### config.mk
export PLATFORM = sky130hd
export DESIGN_NAME = ssd_scan_driver
export DESIGN_NICKNAME = d
export VERILOG_FILES = /design/src/rtl/ssd_pkg.sv /design/src/rtl/ssd_seg_decode.sv /design/src/rtl/ssd_scan_driver.sv
export SDC_FILE = /design/constraint.sdc
export NUM_CORES = 1
export LEC_CHECK = 0
export ABC_AREA = 1
export CAP_MARGIN = 20
export CORE_MARGIN = 5
export CORE_UTILIZATION = 51
export CTS_BUF_LIST = sky130_fd_sc_hd__clkbuf_16
export DETAILED_ROUTE_END_ITERATION = 7
export HOLD_SLACK_MARGIN = 0.05
export PLACE_DENSITY_LB_ADDON = 0.1
export SKIP_LAST_GASP = 1
export SYNTH_ARGS = -nofsm -noshare
export SYNTH_HDL_FRONTEND = slang
export SYNTH_HIERARCHICAL = 1
export SYNTH_SLANG_ARGS = --single-unit
### constraint.sdc
create_clock -name clk -period 2 [get_ports clk]
set_input_delay 0.4 -clock clk [delete_from_list [all_inputs] [get_ports clk]]
set_output_delay 0.4 -clock clk [all_outputs]
set_load 0.01 [all_outputs]
### src/rtl/ssd_pkg.sv
// rtl/ssd_pkg.sv - symbol codes and active-high segment patterns for the scan driver
package ssd_pkg;

    typedef logic [6:0] seg_t;

    localparam logic [4:0] SYM_BLANK = 5'h10;
    localparam logic [4:0] SYM_DASH  = 5'h11;
    localparam logic [4:0] SYM_L     = 5'h12;
    localparam logic [4:0] SYM_O     = 5'h13;

    // Segment order {g,f,e,d,c,b,a}, 1 = lit
    localparam seg_t SEG_OFF  = 7'h00;
    localparam seg_t SEG_DASH = 7'h40;
    localparam seg_t SEG_L    = 7'h38;
    localparam seg_t SEG_O    = 7'h5C;

    localparam logic [15:0][6:0] SEG_HEX = {
        7'h71, 7'h79, 7'h5E, 7'h39, 7'h7C, 7'h77, 7'h6F, 7'h7F,
        7'h07, 7'h7D, 7'h6D, 7'h66, 7'h4F, 7'h5B, 7'h06, 7'h3F
    };

endpackage

### src/rtl/ssd_seg_decode.sv
// rtl/ssd_seg_decode.sv - combinational symbol to active-high segment decoder
module ssd_seg_decode
    import ssd_pkg::*;
#(
    parameter int SYM_W = 5
) (
    input  logic [SYM_W-1:0] sym,
    output seg_t             seg
);

    logic upper_zero;

    always_comb begin
        upper_zero = ((sym >> 5) == '0);
        seg        = SEG_OFF;
        if (upper_zero) begin
            if (!sym[4]) begin
                seg = SEG_HEX[sym[3:0]];
            end else begin
                case (sym[4:0])
                    SYM_DASH: seg = SEG_DASH;
                    SYM_L:    seg = SEG_L;
                    SYM_O:    seg = SEG_O;
                    default:  seg = SEG_OFF;
                endcase
            end
        end
    end

endmodule

### src/rtl/ssd_scan_driver.sv
// rtl/ssd_scan_driver.sv - multiplexed seven-segment scan driver with frame-synchronous update
// Optional blinking enabled by defining SSD_BLINK_EN.
module ssd_scan_driver
    import ssd_pkg::*;
#(
    parameter int NUM_DIGITS = 4,
    parameter int SYM_W      = 5,
    parameter int PRESCALE   = 50000,
    parameter int ACTIVE_LOW = 1,
    parameter int BLINK_DIV  = 64
) (
    input  logic                        clk,
    input  logic                        rst_n,
    input  logic [NUM_DIGITS*SYM_W-1:0] sym_in,
    input  logic [NUM_DIGITS-1:0]       dp_in,
    input  logic [NUM_DIGITS-1:0]       blank_in,
    input  logic                        load,
`ifdef SSD_BLINK_EN
    input  logic [NUM_DIGITS-1:0]       blink_in,
`endif
    output logic [NUM_DIGITS-1:0]       an_out,
    output logic [6:0]                  seg_out,
    output logic                        dp_out,
    output logic                        frame_tick
);

    localparam int PW = $clog2(PRESCALE);
    localparam int IW = (NUM_DIGITS > 1) ? $clog2(NUM_DIGITS) : 1;
    localparam logic [PW-1:0] PLAST = PW'(PRESCALE - 1);
    localparam logic [IW-1:0] ILAST = IW'(NUM_DIGITS - 1);
    localparam logic POL = (ACTIVE_LOW != 0);

    logic [PW-1:0]               pcnt_q, pcnt_d;
    logic [IW-1:0]               idx_q, idx_d;
    logic [NUM_DIGITS*SYM_W-1:0] staged_sym_q, staged_sym_d, shadow_sym_q, shadow_sym_d;
    logic [NUM_DIGITS-1:0]       staged_dp_q, staged_dp_d, shadow_dp_q, shadow_dp_d;
    logic [NUM_DIGITS-1:0]       staged_blank_q, staged_blank_d, shadow_blank_q, shadow_blank_d;
    logic                        pending_q, pending_d;
    logic [NUM_DIGITS-1:0]       an_q, an_d;
    logic [6:0]                  seg_q, seg_d;
    logic                        dp_q, dp_d;
    logic                        frame_tick_q, frame_tick_d;

    logic                  boundary;
    logic                  dark;
    logic [SYM_W-1:0]      cur_sym;
    seg_t                  dec_seg;
    logic [NUM_DIGITS-1:0] an_act;
    seg_t                  seg_act;
    logic                  dp_act;

`ifdef SSD_BLINK_EN
    localparam int FW = (BLINK_DIV > 1) ? $clog2(BLINK_DIV) : 1;
    localparam logic [FW-1:0] FLAST = FW'(BLINK_DIV - 1);

    logic [NUM_DIGITS-1:0] staged_blink_q, staged_blink_d, shadow_blink_q, shadow_blink_d;
    logic [FW-1:0]         fcnt_q, fcnt_d;
    logic                  phase_on_q, phase_on_d;

    assign dark = shadow_blank_q[idx_q] | (shadow_blink_q[idx_q] & ~phase_on_q);
`else
    assign dark = shadow_blank_q[idx_q];
`endif

    assign boundary = (idx_q == ILAST) && (pcnt_q == PLAST);
    assign cur_sym  = shadow_sym_q[idx_q*SYM_W +: SYM_W];

    // Single decoder on the currently scanned digit
    ssd_seg_decode #(.SYM_W(SYM_W)) u_decode (
        .sym (cur_sym),
        .seg (dec_seg)
    );

    always_comb begin
        pcnt_d         = pcnt_q + 1'b1;
        idx_d          = idx_q;
        staged_sym_d   = staged_sym_q;
        staged_dp_d    = staged_dp_q;
        staged_blank_d = staged_blank_q;
        shadow_sym_d   = shadow_sym_q;
        shadow_dp_d    = shadow_dp_q;
        shadow_blank_d = shadow_blank_q;
        pending_d      = pending_q;
        frame_tick_d   = boundary;

        if (pcnt_q == PLAST) begin
            pcnt_d = '0;
            idx_d  = (idx_q == ILAST) ? '0 : idx_q + 1'b1;
        end

        if (load) begin
            staged_sym_d   = sym_in;
            staged_dp_d    = dp_in;
            staged_blank_d = blank_in;
            pending_d      = 1'b1;
        end

        // A load on the boundary cycle bypasses the staging registers
        if (boundary) begin
            pending_d = 1'b0;
            if (load) begin
                shadow_sym_d   = sym_in;
                shadow_dp_d    = dp_in;
                shadow_blank_d = blank_in;
            end else if (pending_q) begin
                shadow_sym_d   = staged_sym_q;
                shadow_dp_d    = staged_dp_q;
                shadow_blank_d = staged_blank_q;
            end
        end

        an_act  = '0;
        seg_act = SEG_OFF;
        dp_act  = 1'b0;
        if (pcnt_q != '0) begin
            an_act[idx_q] = 1'b1;
            if (!dark) begin
                seg_act = dec_seg;
                dp_act  = shadow_dp_q[idx_q];
            end
        end
        an_d  = an_act ^ {NUM_DIGITS{POL}};
        seg_d = seg_act ^ {7{POL}};
        dp_d  = dp_act ^ POL;
    end

`ifdef SSD_BLINK_EN
    always_comb begin
        staged_blink_d = staged_blink_q;
        shadow_blink_d = shadow_blink_q;
        fcnt_d         = fcnt_q;
        phase_on_d     = phase_on_q;
        if (load) begin
            staged_blink_d = blink_in;
        end
        if (boundary) begin
            if (load) begin
                shadow_blink_d = blink_in;
            end else if (pending_q) begin
                shadow_blink_d = staged_blink_q;
            end
            if (fcnt_q == FLAST) begin
                fcnt_d     = '0;
                phase_on_d = ~phase_on_q;
            end else begin
                fcnt_d = fcnt_q + 1'b1;
            end
        end
    end

    always_ff @(posedge clk or negedge rst_n) begin
        if (!rst_n) begin
            staged_blink_q <= '0;
            shadow_blink_q <= '0;
            fcnt_q         <= '0;
            phase_on_q     <= 1'b1;
        end else begin
            staged_blink_q <= staged_blink_d;
            shadow_blink_q <= shadow_blink_d;
            fcnt_q         <= fcnt_d;
            phase_on_q     <= phase_on_d;
        end
    end
`endif

    always_ff @(posedge clk or negedge rst_n) begin
        if (!rst_n) begin
            pcnt_q         <= '0;
            idx_q          <= '0;
            staged_sym_q   <= '0;
            staged_dp_q    <= '0;
            staged_blank_q <= '0;
            shadow_sym_q   <= '0;
            shadow_dp_q    <= '0;
            shadow_blank_q <= '0;
            pending_q      <= 1'b0;
            an_q           <= {NUM_DIGITS{POL}};
            seg_q          <= {7{POL}};
            dp_q           <= POL;
            frame_tick_q   <= 1'b0;
        end else begin
            pcnt_q         <= pcnt_d;
            idx_q          <= idx_d;
            staged_sym_q   <= staged_sym_d;
            staged_dp_q    <= staged_dp_d;
            staged_blank_q <= staged_blank_d;
            shadow_sym_q   <= shadow_sym_d;
            shadow_dp_q    <= shadow_dp_d;
            shadow_blank_q <= shadow_blank_d;
            pending_q      <= pending_d;
            an_q           <= an_d;
            seg_q          <= seg_d;
            dp_q           <= dp_d;
            frame_tick_q   <= frame_tick_d;
        end
    end

    assign an_out     = an_q;
    assign seg_out    = seg_q;
    assign dp_out     = dp_q;
    assign frame_tick = frame_tick_q;

endmodule

==> out/results.ini <==
[run_status]
status = finished, final reports clean

[floorplan]
initial_core_util = 0.528
dieArea_um2 = 10500
dieHeight_um = 102
rows = 33
die_w_um = 102
core_um2 = 8260
io-pin-count = 44

[power]
total_power_mw = 3.68
leakagePower_nw = 2.73
power_density_nw_per_um2 = 695
p_comb_frac = 0.050
clock_power_share = 0.448
peakVddDrop_mv = 0.452
p_seq_frac = 0.502
internal_power_mw = 2.88
power.switching_mw = 0.795
p_sw_frac = 0.216

[global_route]
grt_pass1_wl_mm = 16.4
gr-total-overflow = 0
grt_pass1_vias = 3648
antenna_found_initial = 0
grt_max_degree = 35
grt_usage = 0.197

[synthesis]
syn_avg_cell_area_um2 = 8.22
synth.area.top_cells = dfrtp_1 (44%), nand2_1 (17%), dfstp_2 (7.2%)
syn_nets = 574
synth-seq-area-share = 0.509
netlist.area_leader.share = 0.437
synth_edf_count = 0
synth_area_leader_cell = dfrtp_1
synth_flop_cell = dfrtp_1
synth_cells = 530
netlist_area_um2 = 4360
synth_cell_types = 30
synth.most_common_cell = nand2_1
postSynth.asyncResetShare = 1.00
synth_common_cells = nand2_1 (203), dfrtp_1 (76), nor2_1 (43), inv_1 (33), nand4_1 (32)
yosysWarnings = 6
synth_seq_cells = 88

[critical_path]
worstPathMaxFanout = 6
path_cells = buf_6, buf_4, nor2_1, o22ai_2, inv_1, ha_1, inv_1, nand2_1, nand3_1, nand2_1, nand2_1, nand2_1, nand3_1
cp_top_family = buffers and inverters
worstSetupEndpointType = register
cp_slowest_cell = dfrtp_1
critPathMaxStageDelay_ns = 0.43
timing.critical_path.buf_inv = 4
r2r.worst_path.cells = 13
arrival_ns = 2.10
startpoint_type = register
worst-endpoint-required_ns = 2.26
critPathKind = register to register
cp.depth = 13
crit_top_cell = nand2_1

[final_layout]
n_fill_cell = 744
drive_gt1_frac = 0.138
fin_util = 0.641
antenna_cells = 0
syn_to_final_growth_pct = 21.5
nNetsFinal = 628
fin_cells = 694

[placed_design]
gp_congestion = 0.875
dp_cells = 673
numPortBuffers = 43
preCtsSetupSlack_ns = 0.0337
hpwl_mm = 6.88

[clock_tree]
clock_sinks = 88
path_clk_slew_ns = 0.06
cts_buffers = 9
clkLatencyLatePin_ns = 0.34
ctsRootBufferMaster = clkbuf_16
h-tree-depth = 3
clockBufferDepth = 2
cts_tree = done

[detailed_routing]
drtAntennaViolNets = 0
first_pass_iters = 5
viasPerCell = 5.12
num_vias = 3550
wl_per_cell_um = 13.4
routed_wl_mm = 9.33
drc = 0
drt_iter0_drc = 221

[timing]
setup_ws_ns = 0.155
setup_tns_ns = 0
worst_pin_slew_ns = 0.451
hold_viol_final = 0
finalSetupViolCount = 0
rsz0062_at_grt = no
fin_crit_ns = 1.84
finalClockSkew_ns = 0.00876
maxSlewHeadroom = 0.699
maxSlewViolCount = 0
fin_crit_sh = 0.922
timing.fmax_mhz = 542

[job]
maxCapViolCount = 0

[hold_path]
whs_path_depth = 1
hp-class = register to register

worst paths after layout:
kind	slack, ns	start	endpoint
worst max-delay path	0.16	idx_q[0]	seg_out[3]
worst min-delay path	0.46	pcnt_q[0]	pcnt_q[0]
worst max register to register	0.16	idx_q[0]	seg_out[3]
worst min register to register	0.46	pcnt_q[0]	pcnt_q[0]
max in group asynchronous	0.77	rst_n	seg_out[1]
min in group asynchronous	0.57	rst_n	staged_sym_q[15]
placed cells by master, fill, tap and decap left out, types with 3 or more instances in the layout:
| cell | count |
|---|---|
| clkdlybuf4s50_1 | 42 |
| o22ai_2 | 4 |
| nand3_1 | 23 |
| nand2_2 | 5 |
| nor2_1 | 43 |
| ha_1 | 13 |
| buf_4 | 18 |
| nor3_1 | 3 |
| inv_1 | 32 |
| nor2_2 | 6 |
| nand2_1 | 203 |
| clkbuf_16 | 9 |
| o21ai_1 | 4 |
| o22ai_1 | 3 |
| xor2_1 | 4 |
| dfrtp_1 | 76 |
| dfstp_2 | 12 |
| o21ai_0 | 20 |
| nand4_1 | 32 |
| a21oi_1 | 6 |
| inv_2 | 8 |
layout make-up:
| type | count | area (um2) | area share |
|---|---|---|---|
| clock inverter | 7 | 71.3 | 0.0135 |
| clock buffer | 9 | 225 | 0.0426 |
| inverter | 41 | 156 | 0.0296 |
| sequential | 88 | 2220 | 0.419 |
| multi-input combinational | 379 | 1860 | 0.352 |
| tap | 105 | 131 | 0.0248 |
| timing repair buffer | 65 | 628 | 0.119 |
state kept, by name, summed over array words and instances (netlist names):
register / cells
an_out: 4
staged_blank_q: 4
staged_dp_q: 4
pcnt_q: 16
shadow_blank_q: 4
staged_sym_q: 20
shadow_dp_q: 4
idx_q: 2
dp_out: 1
shadow_sym_q: 20
pending_q: 1
frame_tick: 1
seg_out: 7
power by group through the flow:
stage	registers [mW]	clock network, mW	logic (mW)
after floorplan	1.87	0	0.0681
after global placement	1.87	0	0.186
after detailed placement	1.88	0	0.189
after CTS	1.84	1.68	0.191
after global routing	1.85	1.75	0.213
final	1.84	1.65	0.185
cells by family (layout without fill, tap and decap cells):
kind of cell	count (synthesis)	in the layout	share of synthesized area
adders and majority gates	13	13	0.0373
AOI/OAI and AO/OA	39	39	0.0485
and+or+nand+nor	322	322	0.326
buffers and inverters	63	122	0.0695
xor gates and xnor gates	5	5	0.0101
DFF	88	88	0.509
metrics by stage:
step                cell area [um2]  hold WS (ns)
detailed placement             4930         0.375
finish                         5290         0.464
global placement               4930         0.374
CTS                            5240         0.475
global route                   5290         0.494
floorplan                      4370         0.104
layer usage:
layer	share of wire	track usage	vias up
li1	-	-	1799
met1	0.43	0.246	1667
met2	0.51	0.347	74
met3	0.044	0.0451	10
met4	0.012	0.0484	0
met5	0	0	-
timing repair:
action | in CTS | in global routing
buffers inserted | 0 | 3
hold endpoints to repair | 28 | 0
hold buffers | 1 | 0
setup endpoints to repair | 0 | 7
resized for setup | 0 | 6
Note: power is estimated with default switching activity, not from simulation.
